**src/rtl/pulse_sequencer.sv**
```systemverilog
// pulse_sequencer: shot controller for the single-pulse generator.
// Takes a start/trigger edge, latches the pulse config and runs a burst of strobe/launch_DL handshakes.
module pulse_sequencer #(
  parameter int unsigned     SETUP_CYC = 2,
  parameter int unsigned     TO_W      = 32,
  parameter logic [TO_W-1:0] TIMEOUT   = {TO_W{1'b1}}
) (
  input  logic        clk_Seq,
  input  logic        rst_n,
  input  logic        btn_start,
  input  logic        ext_trig,
  input  logic [3:0]  src_sel,
  input  logic [4:0]  mlt_cfg,
  input  logic [16:0] dur_cfg,
  input  logic [7:0]  burst_len,
  input  logic [15:0] gap_len,
  input  logic        abort,
  input  logic        launch_DL,
  output logic        PL_start,
  output logic        PL_launch,
  output logic [3:0]  CHTS,
  output logic [4:0]  pl_mlt,
  output logic [16:0] duration,
  output logic        busy,
  output logic        done,
  output logic        timeout_err,
  output logic [7:0]  shot_idx
);

  typedef enum logic [2:0] {
    S_IDLE, S_ARM, S_FIRE, S_REL, S_GAP, S_DONE
  } state_t;

  state_t          state, state_nxt;
  logic            btn_p0, ext_p0, trig;
  logic [15:0]     cnt, cnt_nxt;
  logic [TO_W-1:0] wd, wd_nxt, wd_inc;
  logic            wd_exp, last_shot, accept;
  logic            abort_q, abort_nxt;
  logic [7:0]      burst_q, shot_nxt;
  logic [15:0]     gap_q;
  logic            tmo_nxt, start_nxt, launch_nxt;

  assign trig = ((src_sel == 4'd1) && btn_start && !btn_p0) ||
                ((src_sel == 4'd2) && ext_trig  && !ext_p0);

  // Watchdog saturates at all-ones so a disabled or huge TIMEOUT never wraps back to zero.
  assign wd_inc    = (wd == {TO_W{1'b1}}) ? wd : wd + 1'b1;
  assign wd_exp    = (TIMEOUT != '0) && (wd_inc >= TIMEOUT);
  assign last_shot = (shot_idx == burst_q - 8'd1);

  always_ff @(posedge clk_Seq or negedge rst_n) begin
    if (!rst_n) state <= S_IDLE;
    else        state <= state_nxt;
  end

  always_comb begin
    state_nxt = state;
    case (state)
      S_IDLE:  if (trig && !abort) state_nxt = S_ARM;
      S_ARM:   if (abort) state_nxt = S_REL;
               else if (cnt == 16'(SETUP_CYC - 1)) state_nxt = S_FIRE;
      S_FIRE:  if (abort || launch_DL || wd_exp) state_nxt = S_REL;
      S_REL:   if (!launch_DL) begin
                 if (abort_q || abort)  state_nxt = S_IDLE;
                 else if (last_shot)    state_nxt = S_DONE;
                 else if (gap_q == '0)  state_nxt = S_ARM;
                 else                   state_nxt = S_GAP;
               end
      S_GAP:   if (abort) state_nxt = S_REL;
               else if (cnt == gap_q - 16'd1) state_nxt = S_ARM;
      S_DONE:  state_nxt = S_IDLE;
      default: state_nxt = S_IDLE;
    endcase
  end

  always_comb begin
    accept     = (state == S_IDLE) && (state_nxt == S_ARM);
    cnt_nxt    = cnt;
    wd_nxt     = wd;
    abort_nxt  = abort_q;
    shot_nxt   = shot_idx;
    tmo_nxt    = timeout_err;
    if (state_nxt != state)                          cnt_nxt = '0;
    else if ((state == S_ARM) || (state == S_GAP))   cnt_nxt = cnt + 16'd1;
    if ((state_nxt == S_FIRE) && (state != S_FIRE))  wd_nxt = '0;
    else if (state == S_FIRE)                        wd_nxt = wd_inc;
    if (accept) begin
      abort_nxt = 1'b0;
      shot_nxt  = '0;
      tmo_nxt   = 1'b0;
    end else if ((state != S_IDLE) && (state != S_DONE) && abort) begin
      abort_nxt = 1'b1;
    end else if ((state == S_FIRE) && !launch_DL && wd_exp) begin
      abort_nxt = 1'b1;
      tmo_nxt   = 1'b1;
    end
    if ((state == S_REL) && ((state_nxt == S_GAP) || (state_nxt == S_ARM)))
      shot_nxt = shot_idx + 8'd1;
    start_nxt  = (state_nxt == S_FIRE) && (CHTS == 4'd1);
    launch_nxt = (state_nxt == S_FIRE) && (CHTS != 4'd1);
  end

  always_ff @(posedge clk_Seq or negedge rst_n) begin
    if (!rst_n) begin
      btn_p0      <= 1'b0;
      ext_p0      <= 1'b0;
      cnt         <= '0;
      wd          <= '0;
      abort_q     <= 1'b0;
      burst_q     <= '0;
      gap_q       <= '0;
      shot_idx    <= '0;
      timeout_err <= 1'b0;
      PL_start    <= 1'b0;
      PL_launch   <= 1'b0;
      busy        <= 1'b0;
      done        <= 1'b0;
      CHTS        <= '0;
      pl_mlt      <= '0;
      duration    <= '0;
    end else begin
      btn_p0      <= btn_start;
      ext_p0      <= ext_trig;
      cnt         <= cnt_nxt;
      wd          <= wd_nxt;
      abort_q     <= abort_nxt;
      shot_idx    <= shot_nxt;
      timeout_err <= tmo_nxt;
      PL_start    <= start_nxt;
      PL_launch   <= launch_nxt;
      busy        <= (state_nxt != S_IDLE);
      done        <= (state_nxt == S_DONE);
      if (accept) begin
        CHTS     <= src_sel;
        pl_mlt   <= mlt_cfg;
        duration <= dur_cfg;
        burst_q  <= (burst_len == '0) ? 8'd1 : burst_len;
        gap_q    <= gap_len;
      end
    end
  end

endmodule

```
**config.mk**
```make
export PLATFORM = sky130hd
export DESIGN_NAME = pulse_sequencer
export DESIGN_NICKNAME = d
export VERILOG_FILES = /design/src/rtl/pulse_sequencer.sv
export SDC_FILE = /design/constraint.sdc
export NUM_CORES = 1
export LEC_CHECK = 0
export ABC_AREA = 1
export CORE_MARGIN = 2
export CORE_UTILIZATION = 25
export DETAILED_ROUTE_END_ITERATION = 12
export SLEW_MARGIN = 25
export SYNTH_ARGS = -nofsm -noshare
export SYNTH_HDL_FRONTEND = slang
export SYNTH_SLANG_ARGS = --single-unit
```
**constraint.sdc**
```tcl
create_clock -name clk_Seq -period 2.9 [get_ports clk_Seq]
set_input_delay 0.435 -clock clk_Seq [delete_from_list [all_inputs] [get_ports clk_Seq]]
set_output_delay 0.435 -clock clk_Seq [all_outputs]
set_load 0.02 [all_outputs]
```
==> summary by stage <==
Synth
For this run, the leading register cell type out of synthesis is sky130_fd_sc_hd__dfrtp_1. The post-synth net total is 1098. During synthesis, Yosys emitted a total of 0 warnings. The most common cell in the synthesized netlist is sky130_fd_sc_hd__nand2_1. Counting every instance in the synthesized netlist gives 1036. The synthesized design contains 0 enable-type register cells. The synthesized netlist contains 39 unique library cells. The cell area after synthesis is 7090 um2. For this run, asynchronously set or reset flops after synthesis account for 1.00.

After synthesis, the cell types taking the most area are sky130_fd_sc_hd__dfrtp_1 (41%), sky130_fd_sc_hd__nand2_1 (21%), sky130_fd_sc_hd__nor2_1 (6.6%). The share of the Yosys chip area taken by registers is 0.413. The area share of the leading cell type in the synthesized netlist is 0.413.

The commonest cells after synthesis are sky130_fd_sc_hd__nand2_1 (401), sky130_fd_sc_hd__nor2_1 (124), sky130_fd_sc_hd__dfrtp_1 (117). The count of state elements after synthesis is 117. Each instance of the synthesized netlist takes up on average 6.85 um2. The cell type contributing the most total cell area after synthesis is sky130_fd_sc_hd__dfrtp_1.

Setup path
The slowest stage cell on the critical path is sky130_fd_sc_hd__dfrtp_1. The sort of element at the end of the critical path is a register. Broken down by cell family, the worst path's largest delay share belongs to simple AND/OR/NAND/NOR gates. On the worst path, the slowest cell contributes a delay of 420 ps. The buffers plus inverters on the worst setup path is 1. The classification of the worst setup path is reg -> reg. The arrival time at the worst endpoint is 2980 ps. The signal on the critical path passes through nand2_1 -> nor2_1 -> nand2_1 -> nor2_1 -> nand2_1 -> nand2_1 -> nand2_1 -> nand2_1 -> nand2_1 -> nor2_1 -> nand2_1 -> nor2_1 -> nand2_1 -> nand2_2 -> nand2_4 -> nand2_4 -> xor2_2 -> o21ai_2 -> buf_12 -> nor2_1.

The data required time of the worst path is 3250 ps. Along the worst path, the maximum fanout reaches 16. The worst register-to-register path has a setup slack of 260 ps.

The most numerous cell type found on the critical path is sky130_fd_sc_hd__nand2_1. The worst setup path is launched from a register.

STA
The final number of hold-violating endpoints is 0. Dividing the final minimum period by the clock period gives 0.909. Setup violations remaining at the end of the flow were counted as 0.

The count of final max-slew check failures is 0. The post-route minimum period is 2640 ps. The worst clock skew on the final layout is 10.7 ps. Timing would allow up to 379 MHz.

For the pin with the worst max-slew slack, the measured transition is 838 ps. The worst max-slew margin expressed relative to the limit is 0.441.

Power
The analysis attributes to cell leakage a power of 0.00432 uW. The power density over the cells is 730 nW/um2. IR analysis of the VDD net gives a maximum drop of 433 uV. The power consumption is 6890 uW.

Clock tree
The clock passes through at most 2 buffers. After clock tree synthesis, the clock-pin slew on the worst setup and hold paths is 60 ps. The number of clock buffers added by TritonCTS is 17. The level count of the clock H-tree is 4. The master cell of the clock root buffer is sky130_fd_sc_hd__clkbuf_16. TritonCTS built the clock tree. The number of sinks handled by clock tree synthesis is 117. The hold-fix buffer count after cts is 0. The later-pin clock latency in the skew report is 420 ps.

Final layout
Of the cells placed in the final design, the portion with a size suffix greater than 1 is 0.102. The net count reported at finish is 1220. Compared with the post-synthesis result, the final layout area differs by 33.0%. For this run, the share of the core covered by cells in the final layout is 0.339. The number of antenna diodes in the final layout is 0. The final-layout fill cell count is 2916.

GRT
The first global-routing pass estimated 32.6 mm of wire. The fraction of met1 tracks used by global routing is 0.177. The met3 routing resource usage after global routing is 0.0263. The most used routing layer is met2. The pin count of the biggest net entering global routing is 60. The sum of overflow across all layers after global routing is 0. The number of antenna violations at the first check in global routing was 0. In the global route stage, met2 resource usage came out at 0.238. The number of global-route vias before repair is 6673.

The aggregate global-route resource usage is 0.139.

Floorplan
The top-level port count is 95. The area of the core is 27900 um2. The die covers 29700 um2. The floorplan step set the die width to 172 um.

The overall die height is 172 um. The number of placement rows is 61. The initial core utilization is 0.255.

Placement
The number of I/O port buffers is 94. Detailed placement ended at an HPWL of 14.8 mm. The last weighted congestion value of the routability-driven placer is 0.942.

Routing
The remaining antenna violation count is 0. For this block, the initial DRC count from the detailed router was 469. The routed via count is 6766. After detailed routing, the average wire length per cell comes to 12.8 um. The first TritonRoute pass finished after 5 iterations. The vias per cell is 4.37.

The total routed wirelength is 19.9 mm. The post-route DRC violation count is 0.

Outcome
The flow ran to the end, and the final reports show no timing, DRC or antenna violations.

Min path
In this run the worst hold path is classified as in -> async.

Flow run
The number of max-capacitance violations reported is 0.
==> cells in the final DEF (no fill, tap or decap), types with 2 or more instances in the layout <==
cell type / instances
sky130_fd_sc_hd__nand2_1: 399
sky130_fd_sc_hd__dfrtp_1: 115
sky130_fd_sc_hd__nor2_1: 113
sky130_fd_sc_hd__inv_1: 109
sky130_fd_sc_hd__clkdlybuf4s50_1: 93
sky130_fd_sc_hd__nand3_1: 68
sky130_fd_sc_hd__o21ai_0: 50
sky130_fd_sc_hd__xor2_1: 40
sky130_fd_sc_hd__buf_4: 29
sky130_fd_sc_hd__nor2_2: 17
sky130_fd_sc_hd__clkbuf_16: 17
sky130_fd_sc_hd__nand4_1: 12
sky130_fd_sc_hd__nor3_1: 11
sky130_fd_sc_hd__xnor2_1: 10
sky130_fd_sc_hd__nor2_4: 7
sky130_fd_sc_hd__nand2_2: 6
sky130_fd_sc_hd__nand3b_1: 6
sky130_fd_sc_hd__a21oi_1: 5
sky130_fd_sc_hd__inv_6: 5
sky130_fd_sc_hd__buf_12: 5
sky130_fd_sc_hd__nor4_1: 4
sky130_fd_sc_hd__ha_1: 4
sky130_fd_sc_hd__inv_2: 3
sky130_fd_sc_hd__nand2_4: 3
sky130_fd_sc_hd__o22ai_1: 3
sky130_fd_sc_hd__bufinv_16: 3
sky130_fd_sc_hd__clkinv_4: 3
sky130_fd_sc_hd__clkinvlp_4: 3
sky130_fd_sc_hd__o21ai_1: 2
sky130_fd_sc_hd__nor3_2: 2
sky130_fd_sc_hd__nand3_4: 2
sky130_fd_sc_hd__or2_2: 2
sky130_fd_sc_hd__ha_2: 2
sky130_fd_sc_hd__dfrtp_2: 2
==> timing repair <==
action	in CTS	in global routing
endpoints found under the setup margin	0	52
gates resized for setup	0	30
buffers inserted	0	2
==> power by group <==
| group | leakage [uW] | internal (uW) | total, uW | switching, uW |
|---|---|---|---|---|
| Clock | 0.000293 | 1370 | 2250 | 874 |
| Sequential | 0.00153 | 1940 | 2230 | 288 |
| Combinational | 0.00250 | 956 | 2420 | 1460 |
==> stage by stage <==
| stage | setup slack [ps] | cell area [um2] | TNS, ps | hold slack (ps) | std cells |
|---|---|---|---|---|---|
| floorplan | 262 | 7090 | 0 | 139 | 1036 |
| global placement | 108 | 8700 | 0 | 454 | 1515 |
| detailed placement | 99.3 | 8700 | 0 | 459 | 1515 |
| CTS | 83.3 | 9320 | 0 | 150 | 1547 |
| global route | -5.06 | 9440 | -5.06 | 182 | 1549 |
| finish | 263 | 9440 | 0 | 96.6 | 1549 |
==> state kept, by name (all words and copies together) (netlist names) <==
register     flops
gap_q           16
CHTS             4
duration        17
timeout_err      1
PL_launch        1
wd              32
btn_p0           1
ext_p0           1
shot_idx         8
done             1
busy             1
pl_mlt           5
PL_start         1
burst_q          8
state            3
cnt             16
abort_q          1
==> worst paths after layout <==
| check | startpoint | to | cells after the start |
|---|---|---|---|
| worst min-delay path | rst_n | duration[3] | 1 |
| worst min register to register | pl_mlt[0] | pl_mlt[0] | 2 |
| worst max-delay path | wd[7] | cnt[2] | 20 |
| min in group clk_Seq | pl_mlt[0] | pl_mlt[0] | 2 |
| max in group asynchronous | rst_n | wd[2] | 2 |
| worst max register to register | wd[7] | cnt[2] | 20 |
==> kinds of logic (layout without fill, tap and decap cells) <==
logic type / Yosys count / count (layout) / synth area share
adder cells (fa/ha/maj): 6 / 6 / 0.0106
XOR/XNOR: 51 / 51 / 0.0640
AND/OR/NAND/NOR: 655 / 655 / 0.385
AO/OA/AOI/OAI: 69 / 69 / 0.0526
flip-flops: 117 / 117 / 0.413
buffers and inverters: 138 / 273 / 0.0755
==> cell type report <==
| class | count | area (um2) | share of cell area |
|---|---|---|---|
| Clock inverter | 15 | 194 | 0.0206 |
| Tap cell | 378 | 473 | 0.0501 |
| Clock buffer | 17 | 425 | 0.0451 |
| Timing Repair Buffer | 128 | 1260 | 0.134 |
| Inverter | 113 | 424 | 0.0450 |
| Sequential cell | 117 | 2930 | 0.311 |
| Multi-Input combinational cell | 781 | 3730 | 0.395 |
==> routing by layer <==
metal / wire length [um] / part of all wire
met5: 0 / 0
met4: 243 / 0.012
met3: 662 / 0.033
met2: 9710 / 0.49
met1: 9260 / 0.47
No activity file was read; power rests on OpenSTA's default activity.
